[config.mk]
export PLATFORM = sky130hd
export DESIGN_NAME = id_exe
export DESIGN_NICKNAME = d
export VERILOG_FILES = /design/src/rtl/id_exe_pkg.sv /design/src/rtl/id_exe_sat_cnt16.sv /design/src/rtl/id_exe.sv
export SDC_FILE = /design/constraint.sdc
export NUM_CORES = 1
export LEC_CHECK = 0
export ABC_AREA = 1
export BUFFER_PORTS_ARGS = -buffer_cell sky130_fd_sc_hd__clkbuf_2
export CAP_MARGIN = 25
export CORE_AREA = 2 2 157 159
export DETAILED_ROUTE_END_ITERATION = 10
export DIE_AREA = 0 0 159 161
export HOLD_SLACK_MARGIN = 0.1
export PLACE_DENSITY = 0.74
export SYNTH_ARGS = -nofsm -noshare
export SYNTH_HDL_FRONTEND = slang
export SYNTH_SLANG_ARGS = --single-unit
[constraint.sdc]
create_clock -name clk_i -period 1.3 [get_ports clk_i]
set_input_delay 0.13 -clock clk_i [delete_from_list [all_inputs] [get_ports clk_i]]
set_output_delay 0.13 -clock clk_i [all_outputs]
set_load 0.02 [all_outputs]
[src/rtl/id_exe_pkg.sv]
// Shared constants and slot types for the ID/EXE pipeline register.
// Also holds the priority decode of the ctrl inputs.
package id_exe_pkg;

    localparam int DATA_WIDTH     = 32;
    localparam int ADDR_WIDTH     = 32;
    localparam int RADDR_WIDTH    = 5;
    localparam int CSR_ADDR_WIDTH = 12;

    localparam logic [DATA_WIDTH-1:0]  NOP           = 32'h0000_0013;
    localparam logic [6:0]             INST_TYPE_L   = 7'b0000011;
    localparam logic [DATA_WIDTH-1:0]  ZERO          = '0;
    localparam logic [RADDR_WIDTH-1:0] ZERO_REG      = '0;
    localparam logic                   WRITE_ENABLE  = 1'b1;
    localparam logic                   WRITE_DISABLE = 1'b0;

    typedef enum logic [1:0] {
        ACT_LOAD,
        ACT_BUBBLE,
        ACT_HOLD,
        ACT_FLUSH
    } action_e;

    typedef struct packed {
        logic [DATA_WIDTH-1:0]     inst;
        logic [ADDR_WIDTH-1:0]     inst_addr;
        logic [DATA_WIDTH-1:0]     op1;
        logic [DATA_WIDTH-1:0]     op2;
        logic                      reg_we;
        logic [RADDR_WIDTH-1:0]    reg_waddr;
        logic                      csr_we;
        logic [CSR_ADDR_WIDTH-1:0] csr_addr;
        logic [DATA_WIDTH-1:0]     exception;
        logic                      valid;
        logic                      is_load;
        logic [RADDR_WIDTH-1:0]    rd;
    } slot_t;

    function automatic slot_t bubble_slot();
        slot_t s;
        s.inst      = NOP;
        s.inst_addr = ZERO;
        s.op1       = ZERO;
        s.op2       = ZERO;
        s.reg_we    = WRITE_DISABLE;
        s.reg_waddr = ZERO_REG;
        s.csr_we    = WRITE_DISABLE;
        s.csr_addr  = '0;
        s.exception = ZERO;
        s.valid     = 1'b0;
        s.is_load   = 1'b0;
        s.rd        = ZERO_REG;
        return s;
    endfunction

    // Flush beats hold beats decode-stall; otherwise the slot is loaded.
    function automatic action_e decode_action(input logic flush, input logic stall_exe,
                                              input logic stall_id);
        if (flush)          return ACT_FLUSH;
        else if (stall_exe) return ACT_HOLD;
        else if (stall_id)  return ACT_BUBBLE;
        else                return ACT_LOAD;
    endfunction

endpackage

[src/rtl/id_exe_sat_cnt16.sv]
// 16-bit event counter that sticks at all-ones instead of wrapping.
module sat_cnt16
    import id_exe_pkg::*;
(
    input  logic        clk_i,
    input  logic        rst_n_i,
    input  logic        inc_i,
    output logic [15:0] cnt_o
);

    always_ff @(posedge clk_i or negedge rst_n_i) begin
        if (!rst_n_i) begin
            cnt_o <= '0;
        end else if (inc_i && (cnt_o != 16'hFFFF)) begin
            cnt_o <= cnt_o + 16'd1;
        end
    end

endmodule

[src/rtl/id_exe.sv]
// ID/EXE pipeline register: loads, holds or squashes the execute slot and
// exports load-use hazard info plus bubble/flush statistics.
module id_exe
    import id_exe_pkg::*;
(
    input  logic                      clk_i,
    input  logic                      rst_n_i,
    input  logic [DATA_WIDTH-1:0]     inst_i,
    input  logic [ADDR_WIDTH-1:0]     inst_addr_i,
    input  logic [DATA_WIDTH-1:0]     op1_i,
    input  logic [DATA_WIDTH-1:0]     op2_i,
    input  logic                      reg_we_i,
    input  logic [RADDR_WIDTH-1:0]    reg_waddr_i,
    input  logic                      csr_we_i,
    input  logic [CSR_ADDR_WIDTH-1:0] csr_addr_i,
    input  logic [DATA_WIDTH-1:0]     exception_i,
    input  logic                      flush_i,
    input  logic                      stall_exe_i,
    input  logic                      stall_id_i,
    output logic [DATA_WIDTH-1:0]     inst_o,
    output logic [ADDR_WIDTH-1:0]     inst_addr_o,
    output logic [DATA_WIDTH-1:0]     op1_o,
    output logic [DATA_WIDTH-1:0]     op2_o,
    output logic                      reg_we_o,
    output logic [RADDR_WIDTH-1:0]    reg_waddr_o,
    output logic                      csr_we_o,
    output logic [CSR_ADDR_WIDTH-1:0] csr_addr_o,
    output logic [DATA_WIDTH-1:0]     exception_o,
    output logic                      valid_o,
    output logic                      pre_inst_is_load_o,
    output logic [RADDR_WIDTH-1:0]    exe_rd_o,
    output logic [15:0]               bubble_cnt_o,
    output logic [15:0]               flush_cnt_o
);

    action_e action_p0;
    slot_t   slot_d_p0;
    slot_t   slot_p1;

    assign action_p0 = decode_action(flush_i, stall_exe_i, stall_id_i);

    // Stage p0: choose next slot contents from the decode side
    always_comb begin
        slot_d_p0 = slot_p1;
        case (action_p0)
            ACT_FLUSH, ACT_BUBBLE: slot_d_p0 = bubble_slot();
            ACT_HOLD:              slot_d_p0 = slot_p1;
            ACT_LOAD: begin
                slot_d_p0.inst      = inst_i;
                slot_d_p0.inst_addr = inst_addr_i;
                slot_d_p0.op1       = op1_i;
                slot_d_p0.op2       = op2_i;
                slot_d_p0.reg_we    = reg_we_i;
                slot_d_p0.reg_waddr = reg_waddr_i;
                slot_d_p0.csr_we    = csr_we_i;
                slot_d_p0.csr_addr  = csr_addr_i;
                slot_d_p0.exception = exception_i;
                slot_d_p0.valid     = 1'b1;
                slot_d_p0.is_load   = (inst_i[6:0] == INST_TYPE_L);
                slot_d_p0.rd        = inst_i[11:7];
            end
        endcase
    end

    // Stage p1: execute-side slot register
    always_ff @(posedge clk_i or negedge rst_n_i) begin
        if (!rst_n_i) begin
            slot_p1 <= bubble_slot();
        end else begin
            slot_p1 <= slot_d_p0;
        end
    end

    assign inst_o             = slot_p1.inst;
    assign inst_addr_o        = slot_p1.inst_addr;
    assign op1_o              = slot_p1.op1;
    assign op2_o              = slot_p1.op2;
    assign reg_we_o           = slot_p1.reg_we;
    assign reg_waddr_o        = slot_p1.reg_waddr;
    assign csr_we_o           = slot_p1.csr_we;
    assign csr_addr_o         = slot_p1.csr_addr;
    assign exception_o        = slot_p1.exception;
    assign valid_o            = slot_p1.valid;
    assign pre_inst_is_load_o = slot_p1.is_load;
    assign exe_rd_o           = slot_p1.rd;

    sat_cnt16 u_bubble_cnt (
        .clk_i   (clk_i),
        .rst_n_i (rst_n_i),
        .inc_i   (action_p0 == ACT_BUBBLE),
        .cnt_o   (bubble_cnt_o)
    );

    sat_cnt16 u_flush_cnt (
        .clk_i   (clk_i),
        .rst_n_i (rst_n_i),
        .inc_i   (action_p0 == ACT_FLUSH),
        .cnt_o   (flush_cnt_o)
    );

endmodule

==> impl_results.html <==
<table>
<tr><th>Metric</th><th>Value</th></tr>
<tr><th colspan="2">Setup path</th></tr>
<tr><td>Buffers &amp; Inverters on Critical Path</td><td>3</td></tr>
<tr><td>Kind of end point of the critical path</td><td>flip-flop</td></tr>
<tr><td>Data required time of the worst path</td><td>1.69 ns</td></tr>
<tr><td>Type of the worst setup path</td><td>reg -&gt; reg</td></tr>
<tr><td>Worst EP arrival</td><td>1.82 ns</td></tr>
<tr><td>Cell mode on critical path</td><td>sky130_fd_sc_hd__nand2_8</td></tr>
<tr><td>Category of the worst setup path launch point</td><td>flip-flop</td></tr>
<tr><td>Cell class contributing the biggest share of worst-path delay</td><td>flip-flops</td></tr>
<tr><td>Number of cell instances on the worst register-to-register path</td><td>10</td></tr>
<tr><td>List of cells traversed by the critical path</td><td>ha_4 &gt; inv_2 &gt; nor2_4 &gt; nand2_4 &gt; buf_12 &gt; clkinv_8 &gt; nand2_8 &gt; nand2_8 &gt; nand2_1 &gt; o21ai_0</td></tr>
<tr><td>Worst path slowest cell</td><td>sky130_fd_sc_hd__dfrtp_2</td></tr>
<tr><td>Total stage count of the critical path</td><td>10</td></tr>
<tr><td>Worst path max stage delay</td><td>0.45 ns</td></tr>
<tr><td>Biggest fanout along the worst timing path</td><td>7</td></tr>
<tr><td>Setup slack on the worst flop-to-flop path</td><td>-0.14 ns</td></tr>
<tr><th colspan="2">Global route</th></tr>
<tr><td>Met1 track demand over resource</td><td>0.274</td></tr>
<tr><td>Total routing usage reported by global routing</td><td>0.238</td></tr>
<tr><td>Number of antenna violations at the first check in global routing</td><td>3</td></tr>
<tr><td>Via count of the first global-routing pass</td><td>9189</td></tr>
<tr><td>Overflow left after global routing</td><td>0</td></tr>
<tr><td>Met3 Usage GRT</td><td>0.0490</td></tr>
<tr><td>Met2 usage</td><td>0.425</td></tr>
<tr><td>Largest net degree at the start of global routing</td><td>65</td></tr>
<tr><td>GR peak layer</td><td>met2</td></tr>
<tr><td>First-pass GRT wire length</td><td>just under 50000 um</td></tr>
<tr><th colspan="2">Clock network</th></tr>
<tr><td>Clock root cell</td><td>sky130_fd_sc_hd__clkbuf_16</td></tr>
<tr><td>Clock latency on the worst-skew pair</td><td>0.52 ns</td></tr>
<tr><td>CTS tree</td><td>built</td></tr>
<tr><td>Deepest clock path buffer count</td><td>3</td></tr>
<tr><td>TritonCTS Sinks</td><td>between 200 and 250</td></tr>
<tr><td>Clock-pin transition on the worst setup and hold timing paths</td><td>around 0.07 ns</td></tr>
<tr><td>H-tree levels</td><td>1</td></tr>
<tr><td>Inserted Clock Buffers</td><td>24</td></tr>
<tr><td>Total of hold buffers inserted after clock tree synthesis</td><td>184</td></tr>
<tr><th colspan="2">Logic synthesis</th></tr>
<tr><td>Average cell area after synthesis</td><td>between 10 and 15 um2</td></tr>
<tr><td>Post-synthesis cell type count</td><td>25</td></tr>
<tr><td>Share of the yosys chip area belonging to registers</td><td>0.642</td></tr>
<tr><td>Nets in the synthesized netlist</td><td>884</td></tr>
<tr><td>Post-synthesis sequential element count</td><td>213</td></tr>
<tr><td>YS warnings</td><td>0</td></tr>
<tr><td>Instance count of the mapped netlist</td><td>698</td></tr>
<tr><td>Area of the mapped netlist</td><td>0.00830 mm2</td></tr>
<tr><th colspan="2">STA</th></tr>
<tr><td>Worst Skew</td><td>0.00744 ns</td></tr>
<tr><td>Number of hold violations in the final report</td><td>0</td></tr>
<tr><td>Final setup slack of the worst path</td><td>-0.136 ns</td></tr>
<tr><td>Final count of pins violating max slew</td><td>0</td></tr>
<tr><td>Finish-stage setup viols</td><td>46</td></tr>
<tr><td>Post-layout minimum cycle time</td><td>around 1.4 ns</td></tr>
<tr><td>Fraction of the cycle the final worst path needs</td><td>1.10</td></tr>
<tr><td>Remaining max-slew budget at the tightest pin</td><td>0.756</td></tr>
<tr><td>Worst slew pin tran</td><td>0.365 ns</td></tr>
<tr><td>Unrepaired setup endpoints after global routing</td><td>true</td></tr>
<tr><td>Timing-limited maximum frequency</td><td>696 MHz</td></tr>
<tr><th colspan="2">Placed design</th></tr>
<tr><td>HPWL reported at the end of detailed placement</td><td>18500 um</td></tr>
<tr><td>Placed cell area</td><td>between 0.01 and 0.015 mm2</td></tr>
<tr><td>Port bufs</td><td>401</td></tr>
<tr><td>Post-placement worst setup slack</td><td>-0.0693 ns</td></tr>
<tr><td>Placer's final routability congestion estimate</td><td>0.876</td></tr>
<tr><td>Cell Count Post-Placement</td><td>1459</td></tr>
<tr><th colspan="2">Route</th></tr>
<tr><td>Routed WL</td><td>32700 um</td></tr>
<tr><td>Vias/cell</td><td>5.12</td></tr>
<tr><td>Routed WL per cell</td><td>around 19 um</td></tr>
<tr><td>Remaining antenna violation count</td><td>0</td></tr>
<tr><td>Detailed Route Iter0 Violations</td><td>656</td></tr>
<tr><td>Pre-Repair DR Iteration Count</td><td>5</td></tr>
<tr><td>Via Count</td><td>8876</td></tr>
<tr><td>Remaining DRCs</td><td>0</td></tr>
<tr><th colspan="2">Die</th></tr>
<tr><td>Initial Util</td><td>0.347</td></tr>
<tr><td>Vertical die dimension</td><td>between 150 and 200 um</td></tr>
<tr><td>Std-Cell Core Area</td><td>0.0240 mm2</td></tr>
<tr><td>Number of top-level pins</td><td>~400</td></tr>
<tr><td>Area of the die</td><td>0.0256 mm2</td></tr>
<tr><td>Site row count</td><td>57</td></tr>
<tr><td>Horizontal die dimension</td><td>approximately 160 um</td></tr>
<tr><th colspan="2">Pwr</th></tr>
<tr><td>Worst vdd rail ir drop</td><td>roughly 1200 uV</td></tr>
<tr><td>Static Leakage</td><td>just under 8 nW</td></tr>
<tr><td>Pwr per Cell Area</td><td>1210 mW/mm2</td></tr>
<tr><th colspan="2">Run status</th></tr>
<tr><td>Violated checks</td><td>negative setup slack</td></tr>
<tr><td>Outcome</td><td>finished with violations</td></tr>
<tr><th colspan="2">Job</th></tr>
<tr><td>Max Cap Viol</td><td>0</td></tr>
<tr><th colspan="2">Final layout</th></tr>
<tr><td>Area added between synthesis and finish</td><td>80.9%</td></tr>
<tr><td>Layout cells sized above 1</td><td>0.464</td></tr>
<tr><td>Final net count</td><td>approximately 1.6k</td></tr>
<tr><td>Final core utilization</td><td>0.627</td></tr>
<tr><td>Non-Filler Instances</td><td>1733</td></tr>
<tr><td>Summed area of non-filler cells in the final layout</td><td>0.0150 mm2</td></tr>
<tr><th colspan="2">Min path</th></tr>
<tr><td>Classification of the worst-slack hold path</td><td>in -&gt; async</td></tr>
</table>
==> final cells by class <==
type                    count  area, um2
clock buffers              33        694
diodes                      4       10.0
flip-flops and latches    213       5360
multi-input cells         407       2850
fillers                  1699       8940
clock inverters            11        153
well taps                 324        405
inverters                  34        145
repair buffers            707       5400
==> what timing repair did <==
action,4_1_cts,5_1_grt
gates resized for setup,104,92
setup endpoints to repair,59,73
endpoints found under the hold margin,399,11
setup buffers,33,10
pin swaps,12,17
==> routing by layer <==
layer | part of all wire | routed length [um]
met4 | 0.051 | 1660
met2 | 0.52 | 16900
met5 | 0 | 0
met3 | 0.071 | 2310
met1 | 0.36 | 11800
==> flip-flops by register name, indices dropped and copies added, names as in the netlist <==
signal              cells
exception_o            32
inst_addr_o            32
inst_o                 32
op1_o                  32
op2_o                  32
u_bubble_cnt.cnt_o     16
u_flush_cnt.cnt_o      16
csr_addr_o             12
reg_waddr_o             5
csr_we_o                1
pre_inst_is_load_o      1
reg_we_o                1
valid_o                 1
==> worst paths after layout <==
path | start | to
min | rst_n_i | inst_o[28]
max | u_flush_cnt.cnt_o[1] | u_flush_cnt.cnt_o[2]
max in group asynchronous | rst_n_i | op1_o[2]
max reg2reg | u_flush_cnt.cnt_o[1] | u_flush_cnt.cnt_o[2]
min in group clk_i | stall_exe_i | inst_o[0]
min reg2reg | op1_o[25] | op1_o[25]
==> cell usage in the layout, fill, tap and decap left out, types with 3 or more instances in the layout <==
| cell | instances |
|---|---|
| sky130_fd_sc_hd__clkbuf_2 | 362 |
| sky130_fd_sc_hd__dfrtp_1 | 187 |
| sky130_fd_sc_hd__dlygate4sd3_1 | 182 |
| sky130_fd_sc_hd__a22o_1 | 176 |
| sky130_fd_sc_hd__nand2_1 | 110 |
| sky130_fd_sc_hd__buf_4 | 79 |
| sky130_fd_sc_hd__buf_6 | 36 |
| sky130_fd_sc_hd__buf_8 | 30 |
| sky130_fd_sc_hd__inv_1 | 26 |
| sky130_fd_sc_hd__clkbuf_16 | 24 |
| sky130_fd_sc_hd__dfrtp_2 | 23 |
| sky130_fd_sc_hd__nand2_2 | 16 |
| sky130_fd_sc_hd__nor2_1 | 16 |
| sky130_fd_sc_hd__nand3_1 | 14 |
| sky130_fd_sc_hd__buf_12 | 14 |
| sky130_fd_sc_hd__nor2_2 | 13 |
| sky130_fd_sc_hd__nor2_4 | 10 |
| sky130_fd_sc_hd__nand4_1 | 10 |
| sky130_fd_sc_hd__o21ai_0 | 7 |
| sky130_fd_sc_hd__clkbuf_8 | 7 |
| sky130_fd_sc_hd__inv_2 | 5 |
| sky130_fd_sc_hd__o21ai_1 | 5 |
| sky130_fd_sc_hd__xor2_1 | 5 |
| sky130_fd_sc_hd__diode_2 | 4 |
| sky130_fd_sc_hd__xnor2_1 | 4 |
| sky130_fd_sc_hd__clkinv_2 | 4 |
| sky130_fd_sc_hd__nand3b_1 | 3 |
| sky130_fd_sc_hd__o22a_1 | 3 |
| sky130_fd_sc_hd__bufinv_16 | 3 |
| sky130_fd_sc_hd__clkbuf_1 | 3 |
| sky130_fd_sc_hd__dfstp_2 | 3 |
==> power by group <==
group,total (mW),internal (mW),switching [mW]
registers,7.31,6.99,0.324
logic,3.71,1.95,1.76
clock network,7.16,4.36,2.80
==> cell families after synthesis <==
family / share of synthesized area
DFF: 0.642
adders and majority gates: 0.00301
xor gates and xnor gates: 0.0105
and+or+nand+nor: 0.103
buffers and inverters: 0.0438
AOI/OAI and AO/OA: 0.197
==> through the flow <==
step                power [mW]  hold WS (ns)  TNS [ns]
CTS                       17.9        0.0719     -1.85
detailed placement        9.81        0.0591    -0.543
finish                    18.2        0.0805     -2.46
floorplan                 8.48        -0.166    -0.850
global placement          9.77        0.0504    -0.120
global route              18.8        0.0934     -5.63
==> synthesized netlist by cell type <==
cell type / instances / area, um2
sky130_fd_sc_hd__nand4_1: 10 / 62.6
sky130_fd_sc_hd__nand2_1: 126 / 473
sky130_fd_sc_hd__xnor2_1: 5 / 43.8
sky130_fd_sc_hd__nand2_2: 3 / 18.8
sky130_fd_sc_hd__buf_4: 8 / 60.1
sky130_fd_sc_hd__nand3_2: 1 / 10.0
sky130_fd_sc_hd__dfstp_2: 3 / 78.8
sky130_fd_sc_hd__nand3_1: 17 / 85.1
sky130_fd_sc_hd__ha_1: 2 / 25.0
sky130_fd_sc_hd__nor2_2: 3 / 18.8
sky130_fd_sc_hd__o22a_1: 3 / 26.3
sky130_fd_sc_hd__nor2_4: 2 / 22.5
sky130_fd_sc_hd__nor3_1: 3 / 15.0
sky130_fd_sc_hd__inv_2: 4 / 15.0
sky130_fd_sc_hd__buf_2: 27 / 135
sky130_fd_sc_hd__o21ai_1: 3 / 15.0
sky130_fd_sc_hd__dfrtp_1: 210 / 5260
sky130_fd_sc_hd__a22o_1: 176 / 1540
sky130_fd_sc_hd__clkbuf_1: 8 / 30.0
sky130_fd_sc_hd__nand3b_1: 3 / 22.5
sky130_fd_sc_hd__o21ai_0: 11 / 55.1
sky130_fd_sc_hd__buf_6: 1 / 11.3
sky130_fd_sc_hd__xor2_1: 5 / 43.8
sky130_fd_sc_hd__inv_1: 30 / 113
sky130_fd_sc_hd__nor2_1: 34 / 128
Power figures use the tool's default switching activity.
